<file path="config.mk">
export PLATFORM = sky130hd
export DESIGN_NAME = fetch_inflight_queue
export DESIGN_NICKNAME = d
export VERILOG_FILES = /design/src/rtl/fetch_inflight_queue.sv
export SDC_FILE = /design/constraint.sdc
export NUM_CORES = 1
export LEC_CHECK = 0
export CAP_MARGIN = 20
export CORE_MARGIN = 3
export CORE_UTILIZATION = 28
export CTS_BUF_LIST = sky130_fd_sc_hd__clkbuf_8 sky130_fd_sc_hd__clkbuf_16
export DETAILED_ROUTE_END_ITERATION = 6
export GPL_ROUTABILITY_DRIVEN = 0
export PLACE_DENSITY = 0.57
export SYNTH_ARGS = -nofsm -noshare
export SYNTH_HDL_FRONTEND = slang
export SYNTH_SLANG_ARGS = --single-unit
export TNS_END_PERCENT = 100
</file>
<file path="constraint.sdc">
create_clock -name clk -period 10.2 [get_ports clk]
set_input_delay 3.06 -clock clk [delete_from_list [all_inputs] [get_ports clk]]
set_output_delay 3.06 -clock clk [all_outputs]
set_load 0.03 [all_outputs]
</file>
<file path="src/rtl/fetch_inflight_queue.sv">
// fetch_inflight_queue
//
// In-order tracker for outstanding instruction-fetch requests, sitting
// between the fetch-request stage and the instruction-return stage of IF.
// A DEPTH-entry circular queue holds one record per packet on the bus:
// address, enable mask, merged exception status, cancel flag and an
// opaque BPU metadata bundle. Each record stays resident until the
// matching inst_data_ok retires it.
//
// Optional feature: define FIQ_PROTO_CHECK_EN to build the sticky
// protocol checker behind proto_err_o. Without it proto_err_o is tied
// low and the checker logic is absent.
//
// Ports:
//   clk, rst            clock; synchronous active-low reset
//   req_*               upstream fetch packet, pushed when req_valid_i && allowin_o
//   mmu_*               MMU exception result for the packet being pushed
//   inst_data_ok        bus return for the oldest outstanding packet
//   cancel_i            redirect/flush: cancels every resident entry
//   allowin_o           queue can accept a push this cycle
//   out_valid_o         returned packet is live and must be consumed
//   out_*               head-entry fields (combinational view of the head)
//   count_o             number of resident entries
//   proto_err_o         sticky protocol error (0 when the checker is absent)

`ifndef NOEXCCODE
`define NOEXCCODE 5'h1f
`endif

module fetch_inflight_queue #(
  parameter int DEPTH    = 2,
  parameter int INST_NUM = 4,
  parameter int VADDR_W  = 32,
  parameter int META_W   = 256
) (
  input  logic                       clk,
  input  logic                       rst,
  input  logic                       req_valid_i,
  input  logic [VADDR_W-1:0]         req_vaddr_i,
  input  logic [INST_NUM-1:0]        req_enable_i,
  input  logic                       req_has_exc_i,
  input  logic [4:0]                 req_exccode_i,
  input  logic                       req_canceled_i,
  input  logic [META_W-1:0]          req_meta_i,
  input  logic                       mmu_has_exc_i,
  input  logic [4:0]                 mmu_exccode_i,
  input  logic                       mmu_is_refill_i,
  input  logic                       inst_data_ok,
  input  logic                       cancel_i,
  output logic                       allowin_o,
  output logic                       out_valid_o,
  output logic [VADDR_W-1:0]         out_vaddr_o,
  output logic [INST_NUM-1:0]        out_enable_o,
  output logic                       out_has_exc_o,
  output logic [4:0]                 out_exccode_o,
  output logic                       out_is_refill_o,
  output logic [META_W-1:0]          out_meta_o,
  output logic [$clog2(DEPTH+1)-1:0] count_o,
  output logic                       proto_err_o
);

  localparam int PTR_W = (DEPTH > 1) ? $clog2(DEPTH) : 1;
  localparam int CNT_W = $clog2(DEPTH + 1);

  logic [PTR_W-1:0]    head_q;
  logic [PTR_W-1:0]    tail_q;
  logic [CNT_W-1:0]    count_q;

  logic [VADDR_W-1:0]  vaddr_q    [DEPTH];
  logic [INST_NUM-1:0] enable_q   [DEPTH];
  logic                has_exc_q  [DEPTH];
  logic [4:0]          exccode_q  [DEPTH];
  logic                refill_q   [DEPTH];
  logic                canceled_q [DEPTH];
  logic [META_W-1:0]   meta_q     [DEPTH];

  logic push;
  logic pop;
  logic not_empty;

  // Pointers wrap explicitly at DEPTH-1 so non-power-of-two depths work.
  function automatic logic [PTR_W-1:0] ptr_inc(input logic [PTR_W-1:0] p);
    return (p == PTR_W'(DEPTH - 1)) ? '0 : p + PTR_W'(1);
  endfunction

  // A full queue still accepts a push when the head retires in the same
  // cycle, so allowin includes inst_data_ok.
  always_comb begin
    not_empty = (count_q != '0);
    allowin_o = (count_q < CNT_W'(DEPTH)) || inst_data_ok;
    push      = req_valid_i && allowin_o;
    pop       = inst_data_ok && not_empty;
  end

  // Queue storage and pointers. Cancel marks every slot first; a push in
  // the same cycle then overwrites the tail with its own canceled value,
  // which also includes cancel_i. Marking free slots is harmless because
  // a push always rewrites the flag.
  always_ff @(posedge clk) begin
    if (!rst) begin
      head_q  <= '0;
      tail_q  <= '0;
      count_q <= '0;
      for (int i = 0; i < DEPTH; i++) begin
        vaddr_q[i]    <= '0;
        enable_q[i]   <= '0;
        has_exc_q[i]  <= 1'b0;
        exccode_q[i]  <= `NOEXCCODE;
        refill_q[i]   <= 1'b0;
        canceled_q[i] <= 1'b0;
        meta_q[i]     <= '0;
      end
    end else begin
      if (cancel_i) begin
        for (int i = 0; i < DEPTH; i++) begin
          canceled_q[i] <= 1'b1;
        end
      end
      if (push) begin
        vaddr_q[tail_q]    <= req_vaddr_i;
        enable_q[tail_q]   <= req_enable_i;
        has_exc_q[tail_q]  <= req_has_exc_i | mmu_has_exc_i;
        exccode_q[tail_q]  <= req_has_exc_i ? req_exccode_i : mmu_exccode_i;
        refill_q[tail_q]   <= !req_has_exc_i & mmu_is_refill_i;
        canceled_q[tail_q] <= req_canceled_i | cancel_i;
        meta_q[tail_q]     <= req_meta_i;
        tail_q             <= ptr_inc(tail_q);
      end
      if (pop) begin
        head_q <= ptr_inc(head_q);
      end
      if (push && !pop) begin
        count_q <= count_q + CNT_W'(1);
      end else if (pop && !push) begin
        count_q <= count_q - CNT_W'(1);
      end
    end
  end

  // Head view. cancel_i is only sampled at the edge, so it never masks
  // the packet being delivered in the current cycle.
  always_comb begin
    out_valid_o     = pop && !canceled_q[head_q];
    out_vaddr_o     = vaddr_q[head_q];
    out_enable_o    = enable_q[head_q];
    out_has_exc_o   = has_exc_q[head_q];
    out_exccode_o   = exccode_q[head_q];
    out_is_refill_o = refill_q[head_q];
    out_meta_o      = meta_q[head_q];
    count_o         = count_q;
  end

`ifdef FIQ_PROTO_CHECK_EN
  logic proto_err_q;

  // Sticky flag for a return with nothing outstanding or a push refused
  // by backpressure; the offending event itself is still ignored.
  always_ff @(posedge clk) begin
    if (!rst) begin
      proto_err_q <= 1'b0;
    end else if ((inst_data_ok && !not_empty) || (req_valid_i && !allowin_o)) begin
      proto_err_q <= 1'b1;
    end
  end

  assign proto_err_o = proto_err_q;
`else
  assign proto_err_o = 1'b0;
`endif

endmodule

</file>
Word-level counts from Yosys, hierarchy flattened
Memories as Yosys holds them, arrays and structs flattened. A register that Yosys moved wholly into a read port is not among the register bits. Cells that the tools add are included.

Add/subtract/negate cells: 4. Multipliers: 0. Div/mod/pow operators: 0. Magnitude comparators: 1. Equality and inequality tests: 0. Shifts and indexed selects: 0. Mux-type cells: 46. Bitwise operators: 5. Reduce and logical (&&, ||, !) cells: 18.

Operators by type and width (number): $mux 256 (1); $reduce_or 256->1 (1); $mux 1 (39); $mux 32 (1); $reduce_or 32->1 (1); $mux 5 (2); $logic_and 1x1->1 (5); $reduce_or 5->1 (1); $logic_not 1->1 (4); $mux 2 (2); $mux 4 (1); $or 1x1->1 (4); $reduce_bool 2->1 (2); $reduce_or 4->1 (1); $add 1x1->1 const B (2); $add 2x1->2 const B (1); $lt 2x2->1 const B (1); $reduce_or 1->1 (2); $sub 2x1->2 const B (1); $and 1x1->1 (1); $logic_or 1x1->1 (1).

Bits in registers: 4. Bits in latches: 0. Memory bits (writable): 600. Bits in read-only memories: 0. Input port bits: 311. Output and inout port bits: 304. Logic and storage cells: 84. Memories: 7.

Memory list: meta_q (words 2, width 256, read ports 1, clocked after memory_dff 1, write ports 2, line 75) `logic [META_W-1:0] meta_q [DEPTH];`; vaddr_q (words 2, width 32, read ports 1, clocked after memory_dff 1, write ports 2, line 69) `logic [VADDR_W-1:0] vaddr_q [DEPTH];`; exccode_q (words 2, width 5, read ports 1, clocked after memory_dff 1, write ports 2, line 72) `logic [4:0] exccode_q [DEPTH];`; enable_q (words 2, width 4, read ports 1, clocked after memory_dff 1, write ports 2, line 70) `logic [INST_NUM-1:0] enable_q [DEPTH];`; canceled_q (words 2, width 1, read ports 1, clocked after memory_dff 1, write ports 3, line 74) `logic canceled_q [DEPTH];`; has_exc_q (words 2, width 1, read ports 1, clocked after memory_dff 1, write ports 2, line 71) `logic has_exc_q [DEPTH];`; 1 more memories.

Longest topological paths before layout
Depth after elaboration: 8. Depth in mapped cells: 7. Gate-level depth less buffers: 6.

Least setup slack after synthesis
No wires, ideal clock.

Kind: input to register. From: input port inst_data_ok. To: memory enable_q[0][0], enable pin. Library setup time: 2.232 ns. Arrival: 8.494 ns. Required time: 7.968 ns. Slack: -0.526 ns. Stages: 4. Path buffers: 1. Path through: and2b_4 > or3_1 > clkbuf_1 > nand2_1.

RTL lines: from (decl) (line 48) `input logic inst_data_ok,`; to (decl) (line 70).

Worst setup path after layout
From: input port inst_data_ok. To: output port out_valid_o.

Longest elaborated chain between the ends: 2.

RTL lines: $logic_and 1x1->1 (line 92) `pop = inst_data_ok && not_empty;`; $logic_and 1x1->1 (line 143) `out_valid_o = pop && !canceled_q[head_q];`; to (decl) (line 51) `output logic out_valid_o,`.

Every way passes these cells.

==> impl_results.md <==
- Status: finished clean
- Wire per inst: 19.76 µm
- R2R Path End: meta_q[0][237]
- Worst path cell trace: clkdlybuf4s50_1, o21ai_0, a211oi_1, clkdlybuf4s50_1
- CTS tree: yes
- Hold path startpoint: has_exc_q[0]
- Worst Path Buf+Inv: 2
- Worst Clk Skew: 0.02438 ns
- Layout cells sized above 1: 18.26%
- Nets: 2560
- Hold Fails Final Rpt: 0
- Number of global-route vias before repair: 16220
- Boundary pin count: 615
- Post-route cell area: 35680 µm²
- Iteration-0 DRC Markers: 846
- Syn_nets: 1962
- Most frequent cells in the layout: clkdlybuf4s50_1 (613), edfxtp_1 (596), and2_1 (584), mux2_2 (299), clkbuf_16 (74)
- FF-to-FF Start: count_o[1]
- Num rows: 110
- Seq/Total Area, Yosys: 69.72%
- Peak supply drop: 148.0 µV
- Overflow after GRT: 0
- DRC Markers: 0
- WHS Path Cells: 2
- Hold EP: has_exc_q[0]
- Core Area: 90970 µm²
- Slowest cell delay on critical path: 0.71 ns
- Tot GR Track Use: 14.02%
- WS Path Type: in -> out
- Buffers on Ports: 613
- Cts hold-fix bufs: 0
- R2R Setup Slk: 7.18 ns
- Vias/cell: 4.297
- Drt pass-1 iters: 4
- Worst hold path type: reg -> reg
- Total Wirelength: 70.05 mm
- CTS HTree Levels: 3
- Tightest Pin Transition: 1.084 ns
- Commonest non-fill, non-tap cell in the layout: clkdlybuf4s50_1
- Initial antenna violation count: 12
- Syn Std Cell Area: 25930 µm²
- Crit path max-delay family: buffers and inverters
- Total clock buffers created by CTS: 71
- Final ANT Viol Nets: 0
- Die Wd: 310.3 µm
- Startpoint types: primary input
- Worst-Skew Late Latency: 0.60 ns
- Most used cell, CP: clkdlybuf4s50_1
- Post-DP Area: 33340 µm²
- Max_slew headroom: 27.76%
- Vias: 15230
- Die Ht: 310.3 µm
- Pwr per Cell Area: 230.2 nW/µm²
- Clock transition at path regs: 0.06 ns
- Fmax achieved: 129.6 MHz
- CP required: 7.14 ns
- Cells on worst reg2reg path: 4
- Setup TNS: 0 ns
- # resized after CTS: 0
- Syn-to-layout area delta: 37.59%
- Initial core utilization: 28.50%
- Pleak: 13.15 nW
- Period utilisation layout: 75.64%
- Die ar.: 96300 µm²
- Synthesized instance count: 1650
- Synth warn: 0
- Post-CTS Setup Inserts: 0
- Final setup viols: 0
- Avg Synthesized Cell Area: 15.72 µm²
- Hold_ws: 0.4816 ns
- CTS root buffer: clkbuf_16
- # fillers: 8487
- Max-slew violations: 0
- Worst EP arrival: 4.65 ns
- First-pass GRT wire length: 102.0 mm
- Largest net degree at the start of global routing: 176
- Crit Path Max Fanout: 3
- Clock buffer depth: 3
- Max_cap viols: 0
- Yosys reg bits: 605
- RSZ-0062 raised after global routing: false
- Critical path's slowest cell: clkdlybuf4s50_1
- Fin crit period: 7.715 ns
- Yosys cell types: 28
- # clock sinks: 605
- Worst Setup End Kind: output port
- Dpl hpwl: 44.59 mm
-- logic make-up (layout without fill, tap and decap cells) --
kind of cell    after synthesis  after routing  share of synthesized area, %
compound gates                9              9                        0.1834
flops                       605            605                         69.72
xor+xnor                      3              3                        0.1014
fa+ha+maj                     1              1                       0.04825
mux                         308            308                         13.33
buf+inv                     105            760                         1.853
simple gates                618            618                         14.75
other cells                   1              8                       0.01446
-- area by class of cell --
type	count	area (µm²)	area share, %
antenna	7	17.52	0.04910
clock buffer	75	1866	5.229
clock inverter	55	450.4	1.262
inverter	3	11.26	0.03156
multi-input combinational	940	7407	20.76
sequential	605	18080	50.68
tap	1232	1541	4.321
timing repair buffer	627	6304	17.67
-- through the flow --
step | power, W | util, % | std cells | setup slack (ns)
6_report | 0.008213 | 39.22 | 3544 | 2.485
3_3_place_gp | 0.005760 | 36.65 | 3407 | 2.426
2_1_floorplan | 0.004704 | - | 1650 | 2.444
3_5_place_dp | 0.005774 | 36.65 | 3407 | 2.481
4_1_cts | 0.008354 | 39.20 | 3537 | 2.474
5_1_grt | 0.008556 | 39.22 | 3544 | 2.371
-- worst min-delay path: stages (launching register included) --
cell and delay (ns):
dfxtp_1 0.31, nand2_1 0.06, mux2i_1 0.06
-- synth_stat cells, drive strengths merged --
cell / instances / area, µm²
a21oi: 2 / 10.01
nand4: 1 / 6.260
dfxtp: 9 / 180.2
nand2: 20 / 75.07
nor2b: 1 / 6.260
buf: 41 / 210.2
mux2i: 9 / 90.09
mux2: 299 / 3367
nor2: 5 / 18.77
and2b: 1 / 10.01
xor2: 3 / 26.28
and2: 584 / 3654
and4: 1 / 8.760
conb: 1 / 3.750
a211oi: 1 / 7.510
edfxtp: 596 / 17900
o21ai: 6 / 30.03
ha: 1 / 12.51
nor4: 1 / 21.27
inv: 3 / 11.26
nand3: 1 / 5.000
nand3b: 1 / 7.510
or3: 2 / 12.51
clkbuf: 61 / 259.0
-- power by group --
part	switching (W)	total, W	internal (W)
sequential	0.0000930	0.00313	0.00304
clock	0.00103	0.00253	0.00150
combinational	0.00143	0.00255	0.00112
-- metal layers --
| metal | track usage, % | share of wire [%] | routed length [µm] | up-vias |
|---|---|---|---|---|
| met3 | 4.390 | 7.2 | 5014 | 98 |
| li1 | - | - | - | 7108 |
| met2 | 25.55 | 54 | 37580 | 403 |
| met4 | 5.236 | 2.5 | 1784 | 8 |
| met5 | 0 | 0.070 | 49 | - |
| met1 | 15.21 | 37 | 25610 | 7610 |
-- sequential cells by signal (all words and copies together), names as in the netlist, named ones only --
register,cells
refill_q,2
enable_q,8
canceled_q,2
meta_q,512
head_q,1
vaddr_q,64
exccode_q,10
has_exc_q,2
count_o,2
tail_q,1
-- worst max path at each step --
stage	start	end	slack, ns	depth (start not counted)
floorplan	inst_data_ok	enable_q[0][0]	2.44	4
global placement	inst_data_ok	out_valid_o	2.43	4
detailed placement	inst_data_ok	out_valid_o	2.48	4
CTS	inst_data_ok	out_valid_o	2.47	4
global route	inst_data_ok	out_valid_o	2.37	4
finish	inst_data_ok	out_valid_o	2.49	4
(Power assumes the default switching activity.)
